`src/rtl/rvc_pkg.sv`:
```
// Shared RV32I encoding constants and instruction-format builders used by
// the RVC expansion stage.
package rvc_pkg;

    localparam logic [6:0] OP_IMM = 7'h13;
    localparam logic [6:0] OP     = 7'h33;
    localparam logic [6:0] LOAD   = 7'h03;
    localparam logic [6:0] STORE  = 7'h23;
    localparam logic [6:0] BRANCH = 7'h63;
    localparam logic [6:0] JAL    = 7'h6F;
    localparam logic [6:0] JALR   = 7'h67;
    localparam logic [6:0] LUI    = 7'h37;
    localparam logic [6:0] SYSTEM = 7'h73;

    localparam logic [2:0] F3_ADD  = 3'b000;
    localparam logic [2:0] F3_SLL  = 3'b001;
    localparam logic [2:0] F3_LW   = 3'b010;
    localparam logic [2:0] F3_SW   = 3'b010;
    localparam logic [2:0] F3_XOR  = 3'b100;
    localparam logic [2:0] F3_SR   = 3'b101;
    localparam logic [2:0] F3_OR   = 3'b110;
    localparam logic [2:0] F3_AND  = 3'b111;
    localparam logic [2:0] F3_BEQ  = 3'b000;
    localparam logic [2:0] F3_BNE  = 3'b001;
    localparam logic [2:0] F3_PRIV = 3'b000;

    localparam logic [6:0] F7_ZERO = 7'b000_0000;
    localparam logic [6:0] F7_ALT  = 7'b010_0000;

    localparam logic [31:0] NOP_INST = 32'h0000_0013;

    function automatic logic [31:0] enc_i(input logic [11:0] imm, input logic [4:0] rs1,
                                          input logic [2:0] f3, input logic [4:0] rd,
                                          input logic [6:0] op);
        return {imm, rs1, f3, rd, op};
    endfunction

    function automatic logic [31:0] enc_r(input logic [6:0] f7, input logic [4:0] rs2,
                                          input logic [4:0] rs1, input logic [2:0] f3,
                                          input logic [4:0] rd, input logic [6:0] op);
        return {f7, rs2, rs1, f3, rd, op};
    endfunction

    function automatic logic [31:0] enc_s(input logic [11:0] imm, input logic [4:0] rs2,
                                          input logic [4:0] rs1, input logic [2:0] f3,
                                          input logic [6:0] op);
        return {imm[11:5], rs2, rs1, f3, imm[4:0], op};
    endfunction

    // Branch and jump builders take the offset without its always-zero bit 0.
    function automatic logic [31:0] enc_b(input logic [12:1] imm, input logic [4:0] rs2,
                                          input logic [4:0] rs1, input logic [2:0] f3,
                                          input logic [6:0] op);
        return {imm[12], imm[10:5], rs2, rs1, f3, imm[4:1], imm[11], op};
    endfunction

    function automatic logic [31:0] enc_u(input logic [19:0] imm, input logic [4:0] rd,
                                          input logic [6:0] op);
        return {imm, rd, op};
    endfunction

    function automatic logic [31:0] enc_j(input logic [20:1] imm, input logic [4:0] rd,
                                          input logic [6:0] op);
        return {imm[20], imm[10:1], imm[11], imm[19:12], rd, op};
    endfunction

endpackage

```
`src/rtl/rvc_expander_if.sv`:
```
// Fetch-to-decode channel through the RVC expansion stage: input side,
// output side and redirect flush.
interface rvc_expander_if;
    logic        in_valid;
    logic        in_ready;
    logic [31:0] in_inst;
    logic        in_compressed;
    logic [31:0] in_pc;
    logic        flush;
    logic        out_valid;
    logic        out_ready;
    logic [31:0] out_inst;
    logic [31:0] out_pc;
    logic [31:0] out_next_pc;
    logic        out_compressed;
    logic        out_illegal;

    modport slave (
        input  in_valid, in_inst, in_compressed, in_pc, flush, out_ready,
        output in_ready, out_valid, out_inst, out_pc, out_next_pc, out_compressed, out_illegal
    );

    modport master (
        output in_valid, in_inst, in_compressed, in_pc, flush, out_ready,
        input  in_ready, out_valid, out_inst, out_pc, out_next_pc, out_compressed, out_illegal
    );
endinterface

```
`src/rtl/rvc_expand_comb.sv`:
```
// Purely combinational RV32C half-word to RV32I word expander; reserved and
// unsupported encodings raise illegal and produce the canonical NOP.
module rvc_expand_comb
    import rvc_pkg::*;
(
    input  logic [15:0] c,
    output logic [31:0] inst,
    output logic        illegal
);

    logic [4:0]  rd, rs2, rd_p, rs1_p;
    logic [9:0]  addi4spn_imm;
    logic [6:0]  lw_off;
    logic [11:0] imm6_s, addi16sp_imm, lwsp_off, swsp_off;
    logic [19:0] lui_imm;
    logic [12:1] b_off;
    logic [20:1] j_off;
    logic        nz6_zero;

    // Primed fields (3 bits) address x8..x15.
    assign rd    = c[11:7];
    assign rs2   = c[6:2];
    assign rd_p  = {2'b01, c[4:2]};
    assign rs1_p = {2'b01, c[9:7]};

    assign addi4spn_imm = {c[10:7], c[12:11], c[5], c[6], 2'b00};
    assign lw_off       = {c[5], c[12:10], c[6], 2'b00};
    assign imm6_s       = {{7{c[12]}}, c[6:2]};
    assign addi16sp_imm = {{3{c[12]}}, c[4:3], c[5], c[2], c[6], 4'b0000};
    assign lui_imm      = {{14{c[12]}}, c[12], c[6:2]};
    assign lwsp_off     = {4'b0000, c[3:2], c[12], c[6:4], 2'b00};
    assign swsp_off     = {4'b0000, c[8:7], c[12:9], 2'b00};
    assign b_off        = {{4{c[12]}}, c[12], c[6:5], c[2], c[11:10], c[4:3]};
    assign j_off        = {{9{c[12]}}, c[12], c[8], c[10:9], c[6], c[7], c[2], c[11], c[5:3]};
    assign nz6_zero     = ({c[12], c[6:2]} == 6'd0);

    always_comb begin
        // NOTE: every output gets a default before the case tree so no path can infer a latch.
        inst    = NOP_INST;
        illegal = 1'b0;
        case (c[1:0])
            2'b00: begin
                case (c[15:13])
                    3'b000: if (c[12:5] == 8'd0) illegal = 1'b1;
                            else inst = enc_i({2'b00, addi4spn_imm}, 5'd2, F3_ADD, rd_p, OP_IMM);
                    3'b010: inst = enc_i({5'd0, lw_off}, rs1_p, F3_LW, rd_p, LOAD);
                    3'b110: inst = enc_s({5'd0, lw_off}, rd_p, rs1_p, F3_SW, STORE);
                    default: illegal = 1'b1;
                endcase
            end
            2'b01: begin
                case (c[15:13])
                    3'b000: inst = enc_i(imm6_s, rd, F3_ADD, rd, OP_IMM);
                    3'b001: inst = enc_j(j_off, 5'd1, JAL);
                    3'b010: inst = enc_i(imm6_s, 5'd0, F3_ADD, rd, OP_IMM);
                    3'b011: begin
                        if (rd == 5'd2) begin
                            if (nz6_zero) illegal = 1'b1;
                            else inst = enc_i(addi16sp_imm, 5'd2, F3_ADD, 5'd2, OP_IMM);
                        end else if (nz6_zero && rd != 5'd0) begin
                            illegal = 1'b1;
                        end else begin
                            inst = enc_u(lui_imm, rd, LUI);
                        end
                    end
                    3'b100: begin
                        case (c[11:10])
                            2'b00, 2'b01: if (c[12]) illegal = 1'b1;
                                          else inst = enc_i({c[10] ? F7_ALT : F7_ZERO, c[6:2]},
                                                            rs1_p, F3_SR, rs1_p, OP_IMM);
                            2'b10: inst = enc_i(imm6_s, rs1_p, F3_AND, rs1_p, OP_IMM);
                            default: begin
                                if (c[12]) illegal = 1'b1;
                                else begin
                                    case (c[6:5])
                                        2'b00: inst = enc_r(F7_ALT, rd_p, rs1_p, F3_ADD, rs1_p, OP);
                                        2'b01: inst = enc_r(F7_ZERO, rd_p, rs1_p, F3_XOR, rs1_p, OP);
                                        2'b10: inst = enc_r(F7_ZERO, rd_p, rs1_p, F3_OR, rs1_p, OP);
                                        default: inst = enc_r(F7_ZERO, rd_p, rs1_p, F3_AND, rs1_p, OP);
                                    endcase
                                end
                            end
                        endcase
                    end
                    3'b101: inst = enc_j(j_off, 5'd0, JAL);
                    3'b110: inst = enc_b(b_off, 5'd0, rs1_p, F3_BEQ, BRANCH);
                    default: inst = enc_b(b_off, 5'd0, rs1_p, F3_BNE, BRANCH);
                endcase
            end
            2'b10: begin
                case (c[15:13])
                    3'b000: if (c[12]) illegal = 1'b1;
                            else inst = enc_i({F7_ZERO, c[6:2]}, rd, F3_SLL, rd, OP_IMM);
                    3'b010: if (rd == 5'd0) illegal = 1'b1;
                            else inst = enc_i(lwsp_off, 5'd2, F3_LW, rd, LOAD);
                    3'b100: begin
                        // rs2 == 0 selects the jump forms; bit 12 picks link vs. plain.
                        if (!c[12]) begin
                            if (rs2 != 5'd0) inst = enc_r(F7_ZERO, rs2, 5'd0, F3_ADD, rd, OP);
                            else if (rd == 5'd0) illegal = 1'b1;
                            else inst = enc_i(12'd0, rd, 3'b000, 5'd0, JALR);
                        end else begin
                            if (rs2 != 5'd0) inst = enc_r(F7_ZERO, rs2, rd, F3_ADD, rd, OP);
                            else if (rd == 5'd0) inst = enc_i(12'd1, 5'd0, F3_PRIV, 5'd0, SYSTEM);
                            else inst = enc_i(12'd0, rd, 3'b000, 5'd1, JALR);
                        end
                    end
                    3'b110: inst = enc_s(swsp_off, rs2, 5'd2, F3_SW, STORE);
                    default: illegal = 1'b1;
                endcase
            end
            default: illegal = 1'b1;
        endcase
    end

endmodule

```
`src/rtl/rvc_expander.sv`:
```
// Registered RV32C expansion stage: one output register under valid/ready
// flow control with flush, plus the fall-through PC adder.
module rvc_expander #(
    parameter int          XLEN     = 32,
    parameter logic [31:0] NOP_INST = rvc_pkg::NOP_INST
) (
    input logic           clk,
    input logic           rst,
    rvc_expander_if.slave bus
);

    logic [31:0]     exp_inst;
    logic            exp_illegal;
    logic [31:0]     load_inst;
    logic            load_illegal;
    logic            load;

    logic            valid_q;
    logic [31:0]     inst_q;
    logic [XLEN-1:0] pc_q;
    logic [XLEN-1:0] next_pc_q;
    logic            compressed_q;
    logic            illegal_q;

    rvc_expand_comb u_expand (
        .c       (bus.in_inst[15:0]),
        .inst    (exp_inst),
        .illegal (exp_illegal)
    );

    always_comb begin
        load_inst    = bus.in_inst;
        load_illegal = (bus.in_inst[1:0] != 2'b11);
        if (bus.in_compressed) begin
            load_inst    = exp_illegal ? NOP_INST : exp_inst;
            load_illegal = exp_illegal;
        end
    end

    assign bus.in_ready = !valid_q || bus.out_ready;
    assign load         = bus.in_valid && bus.in_ready && !bus.flush;

    always_ff @(posedge clk) begin
        // NOTE: sequential state uses non-blocking assignments so every register samples pre-edge values.
        if (rst) begin
            valid_q      <= 1'b0;
            inst_q       <= NOP_INST;
            pc_q         <= '0;
            next_pc_q    <= '0;
            compressed_q <= 1'b0;
            illegal_q    <= 1'b0;
        end else if (bus.flush) begin
            valid_q <= 1'b0;
        end else if (load) begin
            valid_q      <= 1'b1;
            inst_q       <= load_inst;
            pc_q         <= bus.in_pc;
            next_pc_q    <= bus.in_pc + (bus.in_compressed ? XLEN'(2) : XLEN'(4));
            compressed_q <= bus.in_compressed;
            illegal_q    <= load_illegal;
        end else if (bus.out_ready) begin
            valid_q <= 1'b0;
        end
    end

    assign bus.out_valid      = valid_q;
    assign bus.out_inst       = inst_q;
    assign bus.out_pc         = pc_q;
    assign bus.out_next_pc    = next_pc_q;
    assign bus.out_compressed = compressed_q;
    assign bus.out_illegal    = illegal_q;

endmodule

```
`src/flat_wrapper.sv`:
```
// flat-port wrapper written by rule: the top's interface ports become plain ports
module rvc_expander_flat 
#(
    parameter int          XLEN     = 32,
    parameter logic [31:0] NOP_INST = rvc_pkg::NOP_INST
)
  (clk, rst, bus_in_valid, bus_in_inst, bus_in_compressed, bus_in_pc, bus_flush, bus_out_ready, bus_in_ready, bus_out_valid, bus_out_inst, bus_out_pc, bus_out_next_pc, bus_out_compressed, bus_out_illegal);
  rvc_expander_if bus_i ();
  input logic clk;
  input logic rst;
  input wire logic [$bits(bus_i.in_valid)-1:0] bus_in_valid;
  input wire logic [$bits(bus_i.in_inst)-1:0] bus_in_inst;
  input wire logic [$bits(bus_i.in_compressed)-1:0] bus_in_compressed;
  input wire logic [$bits(bus_i.in_pc)-1:0] bus_in_pc;
  input wire logic [$bits(bus_i.flush)-1:0] bus_flush;
  input wire logic [$bits(bus_i.out_ready)-1:0] bus_out_ready;
  output wire logic [$bits(bus_i.in_ready)-1:0] bus_in_ready;
  output wire logic [$bits(bus_i.out_valid)-1:0] bus_out_valid;
  output wire logic [$bits(bus_i.out_inst)-1:0] bus_out_inst;
  output wire logic [$bits(bus_i.out_pc)-1:0] bus_out_pc;
  output wire logic [$bits(bus_i.out_next_pc)-1:0] bus_out_next_pc;
  output wire logic [$bits(bus_i.out_compressed)-1:0] bus_out_compressed;
  output wire logic [$bits(bus_i.out_illegal)-1:0] bus_out_illegal;
  assign bus_i.in_valid = bus_in_valid;
  assign bus_i.in_inst = bus_in_inst;
  assign bus_i.in_compressed = bus_in_compressed;
  assign bus_i.in_pc = bus_in_pc;
  assign bus_i.flush = bus_flush;
  assign bus_i.out_ready = bus_out_ready;
  assign bus_in_ready = bus_i.in_ready;
  assign bus_out_valid = bus_i.out_valid;
  assign bus_out_inst = bus_i.out_inst;
  assign bus_out_pc = bus_i.out_pc;
  assign bus_out_next_pc = bus_i.out_next_pc;
  assign bus_out_compressed = bus_i.out_compressed;
  assign bus_out_illegal = bus_i.out_illegal;
  rvc_expander #(.XLEN(XLEN), .NOP_INST(NOP_INST)) u_core (.clk(clk), .rst(rst), .bus(bus_i));
endmodule
```
`config.mk`:
```
export PLATFORM = sky130hd
export DESIGN_NAME = rvc_expander_flat
export DESIGN_NICKNAME = d
export VERILOG_FILES = /design/src/rtl/rvc_pkg.sv /design/src/rtl/rvc_expander_if.sv /design/src/rtl/rvc_expand_comb.sv /design/src/rtl/rvc_expander.sv /design/src/flat_wrapper.sv
export SDC_FILE = /design/constraint.sdc
export NUM_CORES = 1
export LEC_CHECK = 0
export ABC_AREA = 1
export BUFFER_PORTS_ARGS = -buffer_cell sky130_fd_sc_hd__buf_2
export CORE_MARGIN = 2
export CORE_UTILIZATION = 56
export CTS_BUF_LIST = sky130_fd_sc_hd__clkbuf_8
export CTS_CLUSTER_SIZE = 40
export DETAILED_ROUTE_END_ITERATION = 8
export PLACE_DENSITY = 0.9
export SLEW_MARGIN = 40
export SYNTH_ARGS = -nofsm -noshare
export SYNTH_HDL_FRONTEND = slang
export SYNTH_HIERARCHICAL = 1
export SYNTH_SLANG_ARGS = --single-unit
export TNS_END_PERCENT = 20
```
`constraint.sdc`:
```
create_clock -name clk -period 1.9 [get_ports clk]
set_input_delay 0.285 -clock clk [delete_from_list [all_inputs] [get_ports clk]]
set_output_delay 0.285 -clock clk [all_outputs]
set_load 0.005 [all_outputs]
```
Word-level counts from Yosys, hierarchy flattened. Cells that the tools add are included.

Add/subtract/negate cells: 1. Reductions and logical operators: 20. Muxes and demuxes: 39. Eq/ne operators: 14. Bitwise logic cells: 1.

Operators by type and width (count): 32-bit case mux with 7 select lines (1); 32-bit two-way mux (6); 32-bit case mux with 4 select lines (1); 32-bit case mux with 3 select lines (1); 31-bit case mux with 3 select lines (1); 30-bit case mux with 3 select lines (1); 25-bit two-way mux (3); 32-bit case mux with 2 select lines (1); 31-bit two-way mux (2); 32-bit adder (1); 30-bit two-way mux (1); 28-bit two-way mux (1); 21-bit two-way mux (1); 20-bit two-way mux (1); 1-bit two-way mux (12); 5-bit nonzero test (2); 3-bit == test (second input constant) (3); 8-bit zero test (1); 2-bit by 1-bit == test with 1-bit output (second input constant) (3); 2-bit == test (second input constant) (3); 3-bit by 2-bit == test with 1-bit output (second input constant) (2); 2-bit zero test (3); 6-bit zero test (1); 6-bit two-way mux (1); other kinds (16) (22).

Output and inout port bits: 100. Word-level logic and storage cells: 81. Register bits after elaboration: 99. Input port bits: 70.

Longest topological paths before layout. Gate-level depths: netlist of run 1.

Depth in word-level cells: 8. Gate-level depth with buffers: 13. Gate-level depth less buffers: 12.

By module. The synthesis of run 1 kept the hierarchy.

By module, submodules not included: rvc_expander (cells each 648, area each 4578.1 µm², sequential area each 1961.9 µm², instances 1); rvc_expand_comb (cells each 374, area each 2016.9 µm², sequential area each 0.0 µm², instances 1).

Least setup slack after synthesis of run 1. Ideal clock, no wire load.

Kind: input port to flip-flop. Start: input bus_in_inst[12]. End: register u_core.inst_q[17] (netlist: u_core/bus.out_inst[17]). Path buffers: 2. Data required time: 1778 ps. Arrival: 1613 ps. Path slack: 166 ps. Library setup time: 122 ps. Stages: 12. Cells stage by stage: buf_4 -> inv_4 -> nand2_1 -> nor2_2 -> inv_1 -> nor3_1 -> o21ai_0 -> nand3_1 -> nor2_2 -> buf_2 -> a221oi_1 -> nor2_1.

Word-level cells in the longest chain between the ends: 8. Elaborated cells on any way between the ends: 26. Those cells by class: 23 x mux; 3 x reduce/logical.

Ends and longest elaborated chain: from (decl) (RTL line flat_wrapper.sv:12) `input wire logic [$bits(bus_i.in_inst)-1:0] bus_in_inst;`; 6-bit zero test (RTL line rvc_expand_comb.sv:35) `assign nz6_zero = ({c[12], c[6:2]} == 6'd0);`; 1-bit logical AND (RTL line rvc_expand_comb.sv:60) `end else if (nz6_zero && rd != 5'd0) begin`; 1-bit two-way mux (RTL line rvc_expand_comb.sv:60); 1-bit two-way mux (RTL line rvc_expand_comb.sv:57) `if (rd == 5'd2) begin`; 1-bit case mux with 2 select lines (RTL line rvc_expand_comb.sv:52) `case (c[15:13])`; 1-bit case mux with 3 select lines * (RTL line rvc_expand_comb.sv:41) `case (c[1:0])`; net u_core.exp_illegal (RTL line rvc_expander.sv:13) `logic exp_illegal;`; 32-bit two-way mux * (RTL line rvc_expander.sv:35) `load_inst = exp_illegal ? NOP_INST : exp_inst;`; 32-bit two-way mux * (RTL line rvc_expander.sv:34) `if (bus.in_compressed) begin`; to (signal assigned) (RTL line rvc_expander.sv:56) `inst_q <= load_inst;`; to (decl) (RTL line rvc_expander.sv:19) `logic [31:0] inst_q;`.

The timed path passes the listed nets; every way through them passes the cells marked *. A chain may end at the register's enable or synchronous reset.

Worst setup path after layout of run 1.
Start: input bus_in_inst[14]. End: register u_core.inst_q[27] (netlist: u_core/bus.out_inst[27]).

Elaborated cells on any way between the ends: 18. Those cells by class: 6 x eq/ne; 10 x mux; 2 x reduce/logical.

RTL lines: 3-bit == test (tied with other cells) (RTL line rvc_expand_comb.sv:43, rvc_expand_comb.sv:52, rvc_expand_comb.sv:91); 32-bit case mux with 7 select lines (tied with other cells) (RTL line rvc_expand_comb.sv:52); 32-bit case mux with 3 select lines * (RTL line rvc_expand_comb.sv:41); net u_core.exp_inst[27] (RTL line rvc_expander.sv:12) `logic [31:0] exp_inst;`; 32-bit two-way mux * (RTL line rvc_expander.sv:35); 32-bit two-way mux * (RTL line rvc_expander.sv:34).

Marks and branches as above.

==> flow_summary.json, run 1 <==
{
  "syn_avg_cell_area_um2": 6.45,
  "track_usage": 0.405,
  "synth_most_common_cell": "nand2_1",
  "clk_latency_ns": 0.39,
  "power.leakage_nw": 4.51,
  "cts_buffers": 9,
  "layout-drive-gt1-share": 0.315,
  "p_switching_w": 0.00167,
  "antenna_left": 0,
  "drt-pass1-iter-count": 6,
  "status": "finished, final reports clean",
  "pwr-share-clk": 0.302,
  "yosysTopAreaCell": "dfxtp_1",
  "setup_viol": 0,
  "crit_arrival_ns": 2.00,
  "routed.top_layer": "met4",
  "swShare": 0.322,
  "cts.clk_slew.worst_paths_ns": 0.10,
  "critPathKind": "in2reg",
  "drv_slew": 0,
  "cts_sinks": 98,
  "min_path_type": "in2reg",
  "required_ns": 2.17,
  "synth_seq_cells": 98,
  "fin_skew_ns": 0.0110,
  "peakVddDrop_mv": 1.23,
  "fin_ws_ns": 0.166,
  "combinationalPowerShare": 0.267,
  "synthTopCellsByCount": "240 x nand2_1, 149 x nor2_1, 98 x dfxtp_1, 87 x inv_1, 87 x nand3_1",
  "ctsResizeCount": 0,
  "place_hpwl_um": 20400,
  "io_pins": 170,
  "htreeDepth": 3,
  "m1WireLength_um": 10200,
  "grt_max_degree": 54,
  "root_buffer": "clkbuf_8",
  "core-area_um2": 11500,
  "gp_congestion": 1.08,
  "drc": 0,
  "wl_um": 26200,
  "dpl_worst_slack_ns": -0.164,
  "placementRows": 39,
  "grt_pass1_wl_um": 40300,
  "postCtsSetupBuffers": 0,
  "power.internal_w": 0.00352,
  "cts_tree": "done",
  "cp-end-kind": "register",
  "die_h_um": 113,
  "grt_pass1_vias": 7814,
  "fin_crit_ns": 1.73,
  "area_delta_synth_final_pct": 32.3,
  "vias": 8410,
  "synthArstFlopShare": 0,
  "vias_per_cell": 5.83,
  "fmax_mhz": 577,
  "die_w_um": 113,
  "power_w": 0.00520,
  "rsz0062_at_grt": "no",
  "final_hold_viol_count": 0,
  "synth.top_cell.area_share": 0.297,
  "overflow": 0,
  "port_buffers": 169,
  "syn_area_um2": 6600,
  "seq_area_frac_synth": 0.297,
  "diodes": 0,
  "dr_wl_met3_um": 3130,
  "maxCapViolCount": 0,
  "synth_ff_type": "dfxtp_1",
  "netlist_top_cells_area": "dfxtp_1 30%, nand2_1 14%, nor2_1 8.5%",
  "slew_headroom": 0.635,
  "ys_warn_count": 6,
  "num-nets-final": 1367,
  "seqPwrFrac": 0.431,
  "wl_met2_um": 11500,
  "hold_slack_ns": 0.0629,
  "synth_cells": 1022,
  "synth_cell_types": 47,
  "clk_path_buf_depth": 2,
  "powerDensity_nw_per_um2": 595,
  "post_drt_wl_per_cell_um": 18.1,
  "initial_utilization": 0.575,
  "design.die.area_um2": 12700,
  "start_kind": "input port",
  "fin_crit_sh": 0.913,
  "drtIter0Drc": 1233,
  "ctsHoldBuffers": 0,
  "fill_cells": 906,
  "tightest_slew_ns": 0.546,
  "antenna_found_initial": 0,
  "cp_max_fo": 6,
  "synth_edf_count": 0
}
-- per-layer routing --
metal,global-route usage,up-vias
li1,-,3913
met1,0.515,3815
met2,0.645,564
met3,0.109,118
met4,0.180,0
met5,0,-
-- flip-flops by register name, summed over array words and instances, names as in the netlist --
register,flops
u_core/bus.out_compressed,1
u_core/bus.out_illegal,1
u_core/bus.out_inst,32
u_core/bus.out_next_pc,31
u_core/bus.out_pc,32
u_core/bus.out_valid,1
-- cell type report --
type | instances | area, um2 | share of cell area
well taps | 143 | 179 | 0.0205
inverters | 109 | 422 | 0.0483
repair buffers | 311 | 2040 | 0.233
multi-input cells | 765 | 3900 | 0.447
flip-flops and latches | 98 | 1960 | 0.225
clock inverters | 6 | 88.8 | 0.0102
clock buffers | 10 | 138 | 0.0158
-- logic make-up (layout without fill, tap and decap cells) --
family                   count (synthesis)  count (layout)  synth area share
XOR/XNOR                                 8               8            0.0106
AND/OR/NAND/NOR                        568             568             0.403
other                                    1               2          0.000569
flip-flops                              98              98             0.297
AO/OA/AOI/OAI                          184             184             0.169
adder cells (fa/ha/maj)                  3               3           0.00683
buffers and inverters                  160             436             0.113
-- placed cells by master (no fill, tap or decap), types with 4 or more instances in the layout --
cell	instances
inv_1	88
a31oi_1	11
o21ai_1	20
o21ai_0	62
a21oi_1	33
nand2_4	6
buf_2	169
a211oi_1	12
inv_2	18
clkbuf_8	10
nor3_1	19
nand3_1	87
dfxtp_1	98
xor2_1	7
buf_4	132
nand4_1	14
nand3_4	4
o211ai_1	7
nor2_2	14
nand2_2	11
a221oi_1	21
nand2_1	239
buf_12	10
nor2_1	149
nor2_4	14
nor2_8	4
-- worst max-delay path, stage by stage --
cell	delay, ns
buf_2	0.15
buf_4	0.20
nand3_4	0.10
buf_4	0.17
buf_4	0.12
inv_1	0.08
nand3_1	0.15
nand2_1	0.08
nand2_1	0.07
nand3_1	0.07
nand2_1	0.07
inv_1	0.05
a221oi_1	0.33
nor2_1	0.07
-- worst paths after layout --
kind                                              endpoint  depth (start not counted)                  startpoint  slack (ns)
worst max-delay path               u_core/bus.out_inst[27]                         14             bus_in_inst[14]        0.17
worst min-delay path                  u_core/bus.out_valid                          2                   bus_flush        0.06
worst max register to register   u_core/bus.out_next_pc[9]                          6        u_core/bus.out_valid        0.29
worst min register to register  u_core/bus.out_next_pc[13]                          2  u_core/bus.out_next_pc[13]        0.46
-- power by group through the flow --
stage	Sequential (W)	Combinational, W	Clock, W
after floorplan	0.00229	0.000681	0
after global placement	0.00228	0.00133	0
after detailed placement	0.00228	0.00135	0
after CTS	0.00224	0.00135	0.00156
after global routing	0.00225	0.00149	0.00167
final	0.00224	0.00139	0.00157
-- through the flow --
stage	cells	utilization	TNS [ns]	cell area [um2]
2_1_floorplan	1023	-	0	6600
4_1_cts	1442	0.761	0	8730
3_3_place_gp	1426	0.741	-1.81	8500
3_5_place_dp	1426	0.741	-3.27	8500
5_1_grt	1442	0.761	0	8730
6_report	1442	0.761	0	8730
No activity file was read; power rests on OpenSTA's default activity.
==> run 2: changes to the inputs <==
Settings changed: CORE_UTILIZATION 56 to 50, CTS_CLUSTER_SIZE 40 to 10, PLACE_DENSITY 0.9 to 0.82.
==> flow_summary.json, run 2 (synthesized netlist as in run 1, its figures left out) <==
{
  "drc": 0,
  "place_hpwl_um": 21100,
  "ctsResizeCount": 0,
  "io_pins": 170,
  "required_ns": 2.17,
  "setup_viol": 0,
  "fmax_mhz": 588,
  "cp_max_fo": 7,
  "grt_pass1_wl_um": 41400,
  "cp_slowest_stage_delay_ns": 0.38,
  "die_h_um": 119,
  "antenna_left": 0,
  "fill_cells": 1170,
  "rsz0062_at_grt": "no",
  "powerDensity_nw_per_um2": 592,
  "overflow": 0,
  "final_hold_viol_count": 0,
  "num-nets-final": 1358,
  "die_w_um": 119,
  "placementRows": 41,
  "maxCapViolCount": 0,
  "critPathTopFamily": "simple AND/OR/NAND/NOR gates",
  "core-area_um2": 12800,
  "htreeDepth": 3,
  "start_kind": "input port",
  "cts_sinks": 98,
  "ctsHoldBuffers": 0,
  "peakVddDrop_mv": 0.391,
  "cp_cell_sequence": "buf_2 -> buf_4 -> nand3_4 -> buf_4 -> nor2_4 -> nor2_4 -> inv_2 -> nor2_4 -> nand2_1 -> nand2_1 -> inv_1 -> a221oi_1 -> nor2_1",
  "final_cell_mix": "239 x nand2_1, 169 x buf_2, 149 x nor2_1",
  "hold_depth": 2,
  "routed.top_layer": "met4",
  "fin_crit_sh": 0.896,
  "wl_um": 26900,
  "fin_crit_ns": 1.70,
  "vias_per_cell": 5.63,
  "cp-end-kind": "register",
  "cts.clk_slew.worst_paths_ns": 0.10,
  "crit_arrival_ns": 1.97,
  "power.leakage_nw": 4.46,
  "layout_commonest_cell": "nand2_1",
  "drt-pass1-iter-count": 7,
  "seqCellArea_um2": 1960,
  "postCtsSetupBuffers": 0,
  "cts_buffers": 9,
  "post_drt_wl_per_cell_um": 18.4,
  "clk_latency_ns": 0.39,
  "drtIter0Drc": 1132,
  "diodes": 0,
  "dr_wl_met3_um": 2700,
  "fin_skew_ns": 0.00897,
  "gp_congestion": 1.09,
  "initial_utilization": 0.516,
  "antenna_found_initial": 0,
  "grt_pass1_vias": 7644,
  "design.die.area_um2": 14100,
  "slew_headroom": 0.635,
  "critical_path_cell_count": 13,
  "wl_met2_um": 12100,
  "drv_slew": 0,
  "reg2reg_depth": 9,
  "critPathKind": "in2reg",
  "m1WireLength_um": 11200,
  "root_buffer": "clkbuf_8",
  "status": "finished, final reports clean",
  "vias": 8222,
  "clk_path_buf_depth": 2,
  "track_usage": 0.375,
  "layout-drive-gt1-share": 0.310,
  "multi_input_area_um2": 3900,
  "grt_max_degree": 60,
  "port_buffers": 169,
  "path_buf_inv": 5,
  "area_delta_synth_final_pct": 31.7,
  "min_path_type": "in2reg",
  "hold_slack_ns": 0.0662,
  "tightest_slew_ns": 0.545,
  "cts_tree": "done",
  "finish.utilization": 0.680,
  "critPathSlowestCell": "a221oi_1",
  "cpMostUsedCell": "nor2_4"
}
run 2: changes by cell type in the layout (fill, tap and decap cells not counted):
cell and change:
clkinv_2 +1, inv_1 -1, clkbuf_8 -1, o21ai_0 +1
buf_4 -9, o21ai_1 -1
run 2: final cells by class:
cell class,count,area share
Sequential cell,98,0.226
Tap cell,172,0.0248
Clock buffer,9,0.0143
Multi-Input combinational cell,765,0.449
Timing Repair Buffer,302,0.227
Clock inverter,6,0.0104
Inverter,109,0.0486
run 2: path summary, 6_finish.rpt:
kind                            slack (ns)                          to                        from
worst max-delay path                  0.20     u_core/bus.out_inst[31]             bus_in_inst[15]
worst min-delay path                  0.07        u_core/bus.out_valid                   bus_flush
worst max register to register        0.28  u_core/bus.out_next_pc[19]        u_core/bus.out_valid
worst min register to register        0.47  u_core/bus.out_next_pc[11]  u_core/bus.out_next_pc[11]
run 2: layer usage:
| layer | GRT usage | up-vias |
|---|---|---|
| met1 | 0.499 | 3799 |
| met5 | 0 | - |
| met4 | 0.163 | 0 |
| met2 | 0.588 | 474 |
| met3 | 0.0752 | 61 |
| li1 | - | 3888 |
run 2: where the power goes:
group | internal (W) | switching [W] | total (W)
logic | 0.000558 | 0.000835 | 0.00139
clock network | 0.000741 | 0.000770 | 0.00151
registers | 0.00218 | 0.0000634 | 0.00224
run 2: stage by stage:
step           TNS (ns)  area, um2  setup slack (ns)  power, W  cells
6_report              0       8680             0.198   0.00514   1461
5_1_grt               0       8680            0.0278   0.00535   1461
4_1_cts               0       8680             0.255   0.00513   1461
3_5_place_dp      -2.67       8470            -0.157   0.00364   1446
3_3_place_gp      -1.31       8470           -0.0937   0.00363   1446
2_1_floorplan         0       6600             0.166   0.00297   1023
run 2: worst register-to-register path, delay by kind of cell (launching register included):
| family | cells | cell delay [ns] |
|---|---|---|
| buffers and inverters | 3 | 0.59 |
| AND/OR/NAND/NOR | 5 | 0.50 |
| flip-flops | 1 | 0.35 |
| AO/OA/AOI/OAI | 1 | 0.10 |
